### config.mk
export PLATFORM = sky130hd
export DESIGN_NAME = rd_writeback
export DESIGN_NICKNAME = d
export VERILOG_FILES = /design/src/rtl/rv32i_pkg.sv /design/src/rtl/wb_fifo.sv /design/src/rtl/rd_writeback.sv
export SDC_FILE = /design/constraint.sdc
export NUM_CORES = 1
export LEC_CHECK = 0
export ABC_AREA = 1
export CORE_AREA = 10 10 141 143
export CTS_CLUSTER_DIAMETER = 100
export DETAILED_ROUTE_END_ITERATION = 8
export DIE_AREA = 0 0 151 153
export PLACE_DENSITY = 0.87
export REMOVE_ABC_BUFFERS = 1
export SYNTH_ARGS = -nofsm -noshare
export SYNTH_HDL_FRONTEND = slang
export SYNTH_SLANG_ARGS = --single-unit
### constraint.sdc
create_clock -name clk -period 8.3 [get_ports clk]
set_input_delay 1.66 -clock clk [delete_from_list [all_inputs] [get_ports clk]]
set_output_delay 1.66 -clock clk [all_outputs]
set_load 0.05 [all_outputs]
### src/rtl/rv32i_pkg.sv
// Shared integer-core definitions: register file geometry and the writeback entry type.
package rv32i_pkg;

    localparam int XLEN_DEFAULT = 32;
    localparam int REG_ADDR_W   = 5;
    localparam int NUM_REGS     = 32;

    typedef struct packed {
        logic [REG_ADDR_W-1:0]   rd;
        logic [XLEN_DEFAULT-1:0] data;
    } wb_entry_t;

endpackage

### src/rtl/wb_fifo.sv
// Small in-order queue with same-cycle push/pop; a push into a full queue is taken
// only when a pop frees the slot in the same cycle.
module wb_fifo
    import rv32i_pkg::*;
#(
    parameter int  DEPTH = 2,
    parameter type T     = wb_entry_t
) (
    input  logic clk,
    input  logic rstn,
    input  logic i_push,
    input  T     i_data,
    input  logic i_pop,
    output T     o_head,
    output logic o_full,
    output logic o_empty
);

    localparam int             AW       = (DEPTH > 1) ? $clog2(DEPTH) : 1;
    localparam logic [AW:0]    FULL_CNT = (AW + 1)'(DEPTH);

    T              r_mem [DEPTH];
    logic [AW-1:0] r_wptr;
    logic [AW-1:0] r_rptr;
    logic [AW:0]   r_count;
    logic          w_do_push;
    logic          w_do_pop;

    assign o_full    = (r_count == FULL_CNT);
    assign o_empty   = (r_count == '0);
    assign w_do_pop  = i_pop && !o_empty;
    assign w_do_push = i_push && (!o_full || w_do_pop);
    assign o_head    = r_mem[r_rptr];

    // NOTE: storage is deliberately not reset; the pointers and count alone define which slots are valid.
    always_ff @(posedge clk) begin
        if (w_do_push) r_mem[r_wptr] <= i_data;
    end

    always_ff @(posedge clk or negedge rstn) begin
        if (!rstn) begin
            r_wptr  <= '0;
            r_rptr  <= '0;
            r_count <= '0;
        end else begin
            if (w_do_push) r_wptr <= r_wptr + 1'b1;
            if (w_do_pop)  r_rptr <= r_rptr + 1'b1;
            case ({w_do_push, w_do_pop})
                2'b10:   r_count <= r_count + 1'b1;
                2'b01:   r_count <= r_count - 1'b1;
                default: r_count <= r_count;
            endcase
        end
    end

endmodule

### src/rtl/rd_writeback.sv
// Register-file writeback port: round-robin ALU/LSU arbitration, in-order queue and RAW scoreboard.
// Optional forwarding outputs are enabled with `define RD_WRITEBACK_BYPASS_EN.
module rd_writeback
    import rv32i_pkg::*;
#(
    parameter int XLEN  = XLEN_DEFAULT,
    parameter int DEPTH = 2,
    parameter int CNTW  = 2
) (
    input  logic                  clk,
    input  logic                  rstn,
    input  logic                  i_alu_valid,
    output logic                  o_alu_ready,
    input  logic [REG_ADDR_W-1:0] i_alu_rd,
    input  logic [XLEN-1:0]       i_alu_data,
    input  logic                  i_lsu_valid,
    output logic                  o_lsu_ready,
    input  logic [REG_ADDR_W-1:0] i_lsu_rd,
    input  logic [XLEN-1:0]       i_lsu_data,
    input  logic                  i_stall,
    output logic                  o_rd_wvalid,
    output logic [REG_ADDR_W-1:0] o_rd_waddr,
    output logic [XLEN-1:0]       o_rd_wdata,
    input  logic                  i_issue_valid,
    input  logic [REG_ADDR_W-1:0] i_issue_rd,
    output logic [NUM_REGS-1:0]   o_busy
`ifdef RD_WRITEBACK_BYPASS_EN
    ,
    output logic                  o_fwd_valid,
    output logic [REG_ADDR_W-1:0] o_fwd_rd,
    output logic [XLEN-1:0]       o_fwd_data,
    output logic [NUM_REGS-1:0]   o_busy_nofwd
`endif
);

    typedef struct packed {
        logic [REG_ADDR_W-1:0] rd;
        logic [XLEN-1:0]       data;
    } entry_t;

    logic                  r_run;
    logic                  r_prefer_alu;
    logic [REG_ADDR_W-1:0] r_waddr;
    logic [XLEN-1:0]       r_wdata;
    logic [CNTW-1:0]       r_cnt [NUM_REGS];

    logic   w_full;
    logic   w_empty;
    logic   w_pop;
    logic   w_space;
    logic   w_grant_alu;
    logic   w_grant_lsu;
    logic   w_push;
    entry_t w_push_entry;
    entry_t w_head;
    logic [NUM_REGS-1:0] w_inc;
    logic [NUM_REGS-1:0] w_dec;
    logic                w_inc_ovf;
    logic                w_dec_unf;

    // Readys stay low until the first edge after reset release.
    assign w_pop       = !w_empty && !i_stall;
    assign w_space     = r_run && (!w_full || w_pop);
    assign w_grant_alu = w_space && i_alu_valid && (!i_lsu_valid || r_prefer_alu);
    assign w_grant_lsu = w_space && i_lsu_valid && !w_grant_alu;
    assign o_alu_ready = w_grant_alu;
    assign o_lsu_ready = w_grant_lsu;

    assign w_push_entry = w_grant_alu ? entry_t'{rd: i_alu_rd, data: i_alu_data}
                                      : entry_t'{rd: i_lsu_rd, data: i_lsu_data};
    assign w_push       = (w_grant_alu && i_alu_rd != '0) || (w_grant_lsu && i_lsu_rd != '0);

    wb_fifo #(.DEPTH(DEPTH), .T(entry_t)) u_fifo (
        .clk     (clk),
        .rstn    (rstn),
        .i_push  (w_push),
        .i_data  (w_push_entry),
        .i_pop   (w_pop),
        .o_head  (w_head),
        .o_full  (w_full),
        .o_empty (w_empty)
    );

    always_ff @(posedge clk or negedge rstn) begin
        if (!rstn) begin
            r_run        <= 1'b0;
            r_prefer_alu <= 1'b0;
            r_waddr      <= '0;
            r_wdata      <= '0;
        end else begin
            r_run <= 1'b1;
            if (w_grant_alu)      r_prefer_alu <= 1'b0;
            else if (w_grant_lsu) r_prefer_alu <= 1'b1;
            if (w_pop) begin
                r_waddr <= w_head.rd;
                r_wdata <= w_head.data;
            end
        end
    end

    assign o_rd_wvalid = w_pop;
    assign o_rd_waddr  = w_pop ? w_head.rd   : r_waddr;
    assign o_rd_wdata  = w_pop ? w_head.data : r_wdata;

    // NOTE: every always_comb output gets a default first so no path can infer a latch.
    always_comb begin
        w_inc     = '0;
        w_dec     = '0;
        w_inc_ovf = 1'b0;
        w_dec_unf = 1'b0;
        for (int i = 1; i < NUM_REGS; i++) begin
            w_inc[i]  = i_issue_valid && (i_issue_rd == REG_ADDR_W'(i));
            w_dec[i]  = w_pop && (w_head.rd == REG_ADDR_W'(i));
            w_inc_ovf = w_inc_ovf || (w_inc[i] && !w_dec[i] && r_cnt[i] == '1);
            w_dec_unf = w_dec_unf || (w_dec[i] && !w_inc[i] && r_cnt[i] == '0);
        end
    end

    always_ff @(posedge clk or negedge rstn) begin
        if (!rstn) begin
            for (int i = 0; i < NUM_REGS; i++) r_cnt[i] <= '0;
        end else begin
            for (int i = 0; i < NUM_REGS; i++) begin
                if (w_inc[i] && !w_dec[i] && r_cnt[i] != '1)
                    r_cnt[i] <= r_cnt[i] + 1'b1;
                else if (w_dec[i] && !w_inc[i] && r_cnt[i] != '0)
                    r_cnt[i] <= r_cnt[i] - 1'b1;
            end
        end
    end

    always_comb begin
        o_busy = '0;
        for (int i = 1; i < NUM_REGS; i++) o_busy[i] = (r_cnt[i] != '0);
    end

`ifdef RD_WRITEBACK_BYPASS_EN
    assign o_fwd_valid = !w_empty;
    assign o_fwd_rd    = w_head.rd;
    assign o_fwd_data  = w_head.data;

    always_comb begin
        o_busy_nofwd = o_busy;
        if (!w_empty && r_cnt[w_head.rd] == CNTW'(1)) o_busy_nofwd[w_head.rd] = 1'b0;
    end
`endif

`ifndef SYNTHESIS
    a_cnt_overflow:  assert property (@(posedge clk) disable iff (!rstn) !w_inc_ovf);
    a_cnt_underflow: assert property (@(posedge clk) disable iff (!rstn) !w_dec_unf);
`endif

endmodule

==> results of run 1 <==
through the flow:
step           hold slack [ns]  total power [mW]  utilization  setup WS (ns)  cell area (um2)
4_1_cts                 0.5269             4.292       0.6797          1.907            11590
6_report                0.5217             4.285       0.6797          1.877            11590
5_1_grt                 0.5607             4.490       0.6797          1.700            11590
2_1_floorplan           0.4757             2.712            -          3.005             9046
3_3_place_gp            0.4899             3.336       0.6409          2.016            10930
3_5_place_dp            0.5082             3.395       0.6409          1.961            10930
Yosys cell counts, drive strengths merged (3+ instances only):
library cell    n
nand4          34
clkbuf          8
o21ai          35
buf            19
dfrtp         105
nor3            4
a31oi          32
nand3         109
mux2           32
inv           118
nor2          111
nand3b          3
nand2         330
or2            14
a21oi          18
edfxtp         74
flip-flops by register name, indices dropped and copies added, names as in the netlist:
name            cells
r_waddr             5
r_run               1
r_wdata            32
r_cnt              62
u_fifo.r_wptr       1
u_fifo.r_mem       74
u_fifo.r_count      2
r_prefer_alu        1
u_fifo.r_rptr       1
power by group:
group	leakage (nW)	total, mW	internal [mW]	switching (mW)
Sequential	1.92	1.36	1.21	0.150
Combinational	2.77	2.04	0.595	1.45
Clock	0.317	0.886	0.453	0.434
worst min-delay path: cells and delay by family (launching register included):
family / cells / cell delay (ns)
simple gates: 1 / 0.07
compound gates: 1 / 0.07
flops: 1 / 0.35
layout make-up:
cell class                 count  area share
clock buffer                  17     0.03670
timing repair buffer         161      0.1375
sequential                   179      0.4183
inverter                     118     0.03864
tap                          225     0.02428
multi-input combinational    729      0.3242
clock inverter                15     0.02029
logic make-up after synthesis:
| group | Yosys count |
|---|---|
| and+or+nand+nor | 605 |
| DFF | 179 |
| buffers and inverters | 145 |
| AOI/OAI and AO/OA | 86 |
| muxes | 32 |
| xor gates and xnor gates | 3 |
| other | 2 |
| adders and majority gates | 1 |
per-layer routing:
metal / up-vias / part of all wire / GRT usage
met3: 47 / 0.10 / 0.07145
li1: 3785 / - / -
met4: 0 / 0.023 / 0.07428
met1: 3801 / 0.38 / 0.2572
met2: 378 / 0.50 / 0.3576
met5: - / 0 / 0
layout by cell type (no fill, tap or decap), types with 2 or more instances in the layout:
master and instances:
inv_8 3, mux2_2 32, nor2_8 3, clkbuf_16 17, buf_4 7, inv_12 5
nand2_1 300, nand4_1 34, nand3_1 105, nand3b_1 3, o21ai_0 16, nor2_4 10
xnor2_1 2, nor2_2 12, inv_4 2, or2_2 14, o21ai_1 17, a31oi_1 32
nor2_1 86, nor3_1 3, nand2_2 17, inv_2 2, nand3_2 4, conb_1 2
o21ai_2 2, inv_1 114, edfxtp_1 74, a21oi_1 18, dfrtp_1 105, nand2_4 12
clkdlybuf4s50_1 154, clkinv_8 5
worst max path at each step:
stage / start / endpoint / cells after the start
2_1_floorplan: i_lsu_valid / u_fifo.r_mem[1][0] / 8
3_3_place_gp: i_stall / o_rd_waddr[4] / 7
3_5_place_dp: i_stall / o_rd_waddr[4] / 7
4_1_cts: i_stall / o_rd_waddr[4] / 7
5_1_grt: i_stall / o_rd_waddr[4] / 7
6_report: i_stall / o_rd_waddr[4] / 7
==> impl_metrics.tcl, run 1 <==
set metrics [dict create \
    cts_resized 0 \
    fmax_mhz 155.7 \
    antenna_cells 0 \
    cp_num_buf_inv 4 \
    synthesis.area_um2 9209 \
    cp_max_fo 67 \
    final_max_slew_viol_count 0 \
    drtPass1Iterations 5 \
    ys_async_sr_fraction 0.5866 \
    ios 157 \
    clk_pin_slew_ns 0.07 \
    synth_edf_count 74 \
    r2r_slack_ns 5.35 \
    leakage_nw 5.004 \
    peakVddDrop_v 0.0002665 \
    overflow 0 \
    endpoint_kind "output port" \
    slowest_delay_ns 0.88 \
    finalWirelength_um 24730 \
    hold_path_class "register to register" \
    synth_cell_types 37 \
    hold_viol 0 \
    finalNetCount 1292 \
    worstRegToRegCells 8 \
    rr_endpoint "u_fifo.r_mem[1][2]" \
    ys_ff_latch 179 \
    register_area_um2 4850 \
    multi_input_area_um2 3759 \
    clock-sinks 179 \
    ys_seq_area_frac 0.5266 \
    r2r_start "u_fifo.r_count[0]" \
    holdPathStages 2 \
    postCtsSetupBuffers 0 \
    dieArea_um2 23100 \
    synthAdderAreaFrac 0.001359 \
    area_growth_pct 25.88 \
    dieHeight_um 153 \
    synth-simple-area-share 0.3107 \
    holdPathEnd "r_cnt[55]" \
    worstPathArrival_ns 4.76 \
    yosysTopAreaCell "dfrtp_1" \
    synth_top_area_share 0.2853 \
    place_congestion 0.8516 \
    period_minus_slack_ns 6.423 \
    final_layout_size_suffix_gt1_frac 0.1239 \
    placed_cells 1412 \
    cp_slowest_cell "clkdlybuf4s50_1" \
    fin_skew_ns 0.01054 \
    synth_xor_area_frac 0.002853 \
    initialDrtViolationCount 714 \
    required_ns 6.64 \
    crit_path_start_kind "input pin" \
    path_cells "clkdlybuf4s50_1 -> inv_1 -> o21ai_2 -> inv_2 -> nand2_1 -> nand2_1 -> clkdlybuf4s50_1" \
    synth_top_family_by_area "simple AND/OR/NAND/NOR gates" \
    status "finished clean" \
    grt_start_max_net_pins 75 \
    insertion_delay_ns 0.45 \
    synthMuxAreaShare 0.03913 \
    numCtsBuffers 17 \
    dr_total_vias 8011 \
    track_usage 0.2163 \
    die_w_um 151 \
    cts_tree "yes" \
    via_per_inst 5.548 \
    cts_max_level 4 \
    path_delay_family "buffers and inverters" \
    worstMarginPinSlew_ns 1.142 \
    grt_pass1_vias 7887 \
    rows 48 \
    initial_core_util 0.5399 \
    fin_cells 1444 \
    antenna_found_initial 0 \
    ant_nets 0 \
    fin_crit_sh 0.7738 \
    wl_per_cell_um 17.13 \
    finalSetupViolCount 0 \
    synth.avg_cell_area_um2 8.745 \
    worstSetupPathType "input pin to output port" \
    synth_compound_area_frac 0.05217 \
    yosysWarnings 0 \
    fillers 1293 \
    drcViolationCount 0 \
    ys.flop_type "dfrtp_1" \
    p_per_area_nw_per_um2 369.6 \
    relSlewSlack 0.2369 \
    postCtsHoldBufs 0 \
    hp-start "r_cnt[55]" \
    rsz0062_at_grt "no" \
    ctsRootBufferMaster "clkbuf_16" \
    synthTopCellsByArea "dfrtp_1 (29%), edfxtp_1 (24%), nand2_1 (12%)" \
    dpl.hpwl_um 17330 \
    core_um2 17060 \
    setup_tns_ns 0 \
    port_buffers 155 \
    grt_pass1_wl_um 40110 \
    synthesis.instances 1053 \
    ctsLongestPathBuffers 2 \
    drv_cap 0 \
]
(Power assumes the default switching activity.)
==> run 2: changes to the inputs <==
- CORE_AREA: 10 10 141 143 -> 10 10 142 144
- DIE_AREA: 0 0 151 153 -> 0 0 152 154
- PLACE_DENSITY: 0.87 -> 0.86
- clock period: 8.3 -> 6.2 ns (I/O delays scaled with it)
==> run 2 against run 1 <==
  * Routed wire length down 1.5%
  * Sequential share of layout area about the same
  * Utilization decreased by 0.54 points
  * Setup slack worse by 0.98 ns
  * Hold slack lost 0.034 ns
  * Design area about the same
==> impl_metrics.tcl, run 2 (synthesis gave the netlist of run 1 again) <==
set metrics [dict create \
    status "finished clean" \
    setup_tns_ns 0 \
    slowest_delay_ns 0.87 \
    fin_crit_sh 0.8551 \
    final_max_slew_viol_count 0 \
    p_per_area_nw_per_um2 487.9 \
    track_usage 0.2053 \
    hold_viol 0 \
    p_clk_frac 0.199 \
    antenna_cells 0 \
    finalSetupViolCount 0 \
    endpoint_kind "output port" \
    cell_internal_pwr_mw 2.979 \
    ctsLongestPathBuffers 2 \
    relSlewSlack 0.2548 \
    finalNetCount 1293 \
    path_cells "clkdlybuf4s50_1 -> inv_1 -> o21ai_2 -> inv_2 -> buf_4 -> nor2_1 -> a31oi_1 -> clkdlybuf4s50_1" \
    postCtsHoldBufs 0 \
    wl_per_cell_um 16.85 \
    die_w_um 152 \
    worstRegToRegCells 8 \
    dieArea_um2 23410 \
    holdPathStages 2 \
    cpMostUsedCell "clkdlybuf4s50_1" \
    antenna_found_initial 0 \
    clk_pin_slew_ns 0.08 \
    dr_total_vias 7867 \
    dieHeight_um 154 \
    ctsRootBufferMaster "clkbuf_16" \
    cp_num_buf_inv 5 \
    peakVddDrop_v 0.0003068 \
    ant_nets 0 \
    critical_path_depth 8 \
    place_congestion 0.8704 \
    dpl.hpwl_um 17710 \
    rsz0062_at_grt "no" \
    largest_reg_flops 74 \
    rows 48 \
    worstPathArrival_ns 4.06 \
    grt_start_max_net_pins 54 \
    postCtsSetupBuffers 0 \
    final_layout_size_suffix_gt1_frac 0.1246 \
    port_buffers 155 \
    ios 157 \
    initial_core_util 0.5361 \
    period_minus_slack_ns 5.302 \
    drv_cap 0 \
    drtPass1Iterations 5 \
    grt_pass1_wl_um 39480 \
    cts_tree "yes" \
    seqPwrFrac 0.326 \
    worstSetupPathType "input pin to output port" \
    grt_pass1_vias 7760 \
    largest_registers "u_fifo.r_mem: 74 flops, r_cnt: 62 flops, r_wdata: 32 flops" \
    area_growth_pct 25.76 \
    cp_slowest_cell "clkdlybuf4s50_1" \
    cts_resized 0 \
    drcViolationCount 0 \
    swShare 0.4729 \
    overflow 0 \
    largest-register "u_fifo.r_mem" \
    insertion_delay_ns 0.44 \
    layout_commonest_cell "nand2_1" \
    crit_path_start_kind "input pin" \
    required_ns 4.96 \
    initialDrtViolationCount 691 \
    hold_path_class "register to register" \
    p_comb_frac 0.475 \
    fin_skew_ns 0.01237 \
    cp_max_fo 43 \
    finalWirelength_um 24350 \
    p_sw_mw 2.672 \
    via_per_inst 5.444 \
    core_um2 17180 \
    leakage_nw 4.998 \
    mostFrequentLayoutCells "nand2_1 (300), clkdlybuf4s50_1 (154), inv_1 (114)" \
    worstMarginPinSlew_ns 1.115 \
    cts_max_level 4 \
    path_delay_family "buffers and inverters" \
    numCtsBuffers 17 \
    p_total_mw 5.650 \
    clock-sinks 179 \
    fmax_mhz 188.6 \
]
-- run 2: cell types whose count changed in the layout (fill, tap and decap cells not counted) --
cell	before	now
buf_4	7	8
bufinv_16	1	0
clkinv_4	0	1
clkinv_8	5	7
inv_12	5	4
inv_6	1	2
inv_8	3	1
-- run 2: layout make-up --
cell class,instances,area [um2]
Multi-Input combinational cell,729,3759
Clock buffer,17,425.4
Sequential cell,179,4850
Clock inverter,15,216.5
Tap cell,225,281.5
Inverter,118,447.9
Fill cell,1308,5595
Timing Repair Buffer,162,1602
-- run 2: power by group through the flow --
stage          logic (mW)  clock network, mW  registers [mW]
2_1_floorplan        1.82                  0            1.81
4_1_cts              2.70               1.14            1.84
3_5_place_dp         2.68                  0            1.85
5_1_grt              2.87               1.19            1.88
6_report             2.68               1.12            1.84
3_3_place_gp         2.63                  0            1.84
-- run 2: final timing paths --
kind	endpoint	from	slack, ns
min in group asynchronous	r_cnt[30]	rstn	0.86
max reg2reg	u_fifo.r_mem[1][3]	u_fifo.r_count[0]	2.98
min	r_waddr[4]	r_waddr[4]	0.49
max in group asynchronous	r_cnt[6]	rstn	4.09
max	o_rd_wdata[12]	i_stall	0.90
min reg2reg	r_waddr[4]	r_waddr[4]	0.49
-- run 2: stage by stage --
stage / hold WS [ns] / cells / utilization / cell area [um2] / setup slack [ns]
floorplan: 0.4757 / 1026 / - / 9046 / 1.325
global placement: 0.4819 / 1413 / 0.6369 / 10940 / 1.009
detailed placement: 0.4743 / 1413 / 0.6369 / 10940 / 0.9187
CTS: 0.4949 / 1445 / 0.6742 / 11580 / 0.9009
global route: 0.5400 / 1445 / 0.6742 / 11580 / 0.7143
finish: 0.4874 / 1445 / 0.6742 / 11580 / 0.8981
-- run 2: tightest hold or removal path: cells and delay by family (launching register included) --
kind | cells | cell delay [ns]
flip-flops | 1 | 0.34
AND/OR/NAND/NOR | 2 | 0.12
-- run 2: routing by layer --
layer | share of wire | track usage | vias up | wire, um
met5 | 0 | 0 | - | 0
met4 | 0.019 | 0.06511 | 0 | 473
met3 | 0.087 | 0.07643 | 35 | 2129
met2 | 0.50 | 0.3474 | 304 | 12160
met1 | 0.39 | 0.2360 | 3741 | 9586
li1 | - | - | 3787 | -
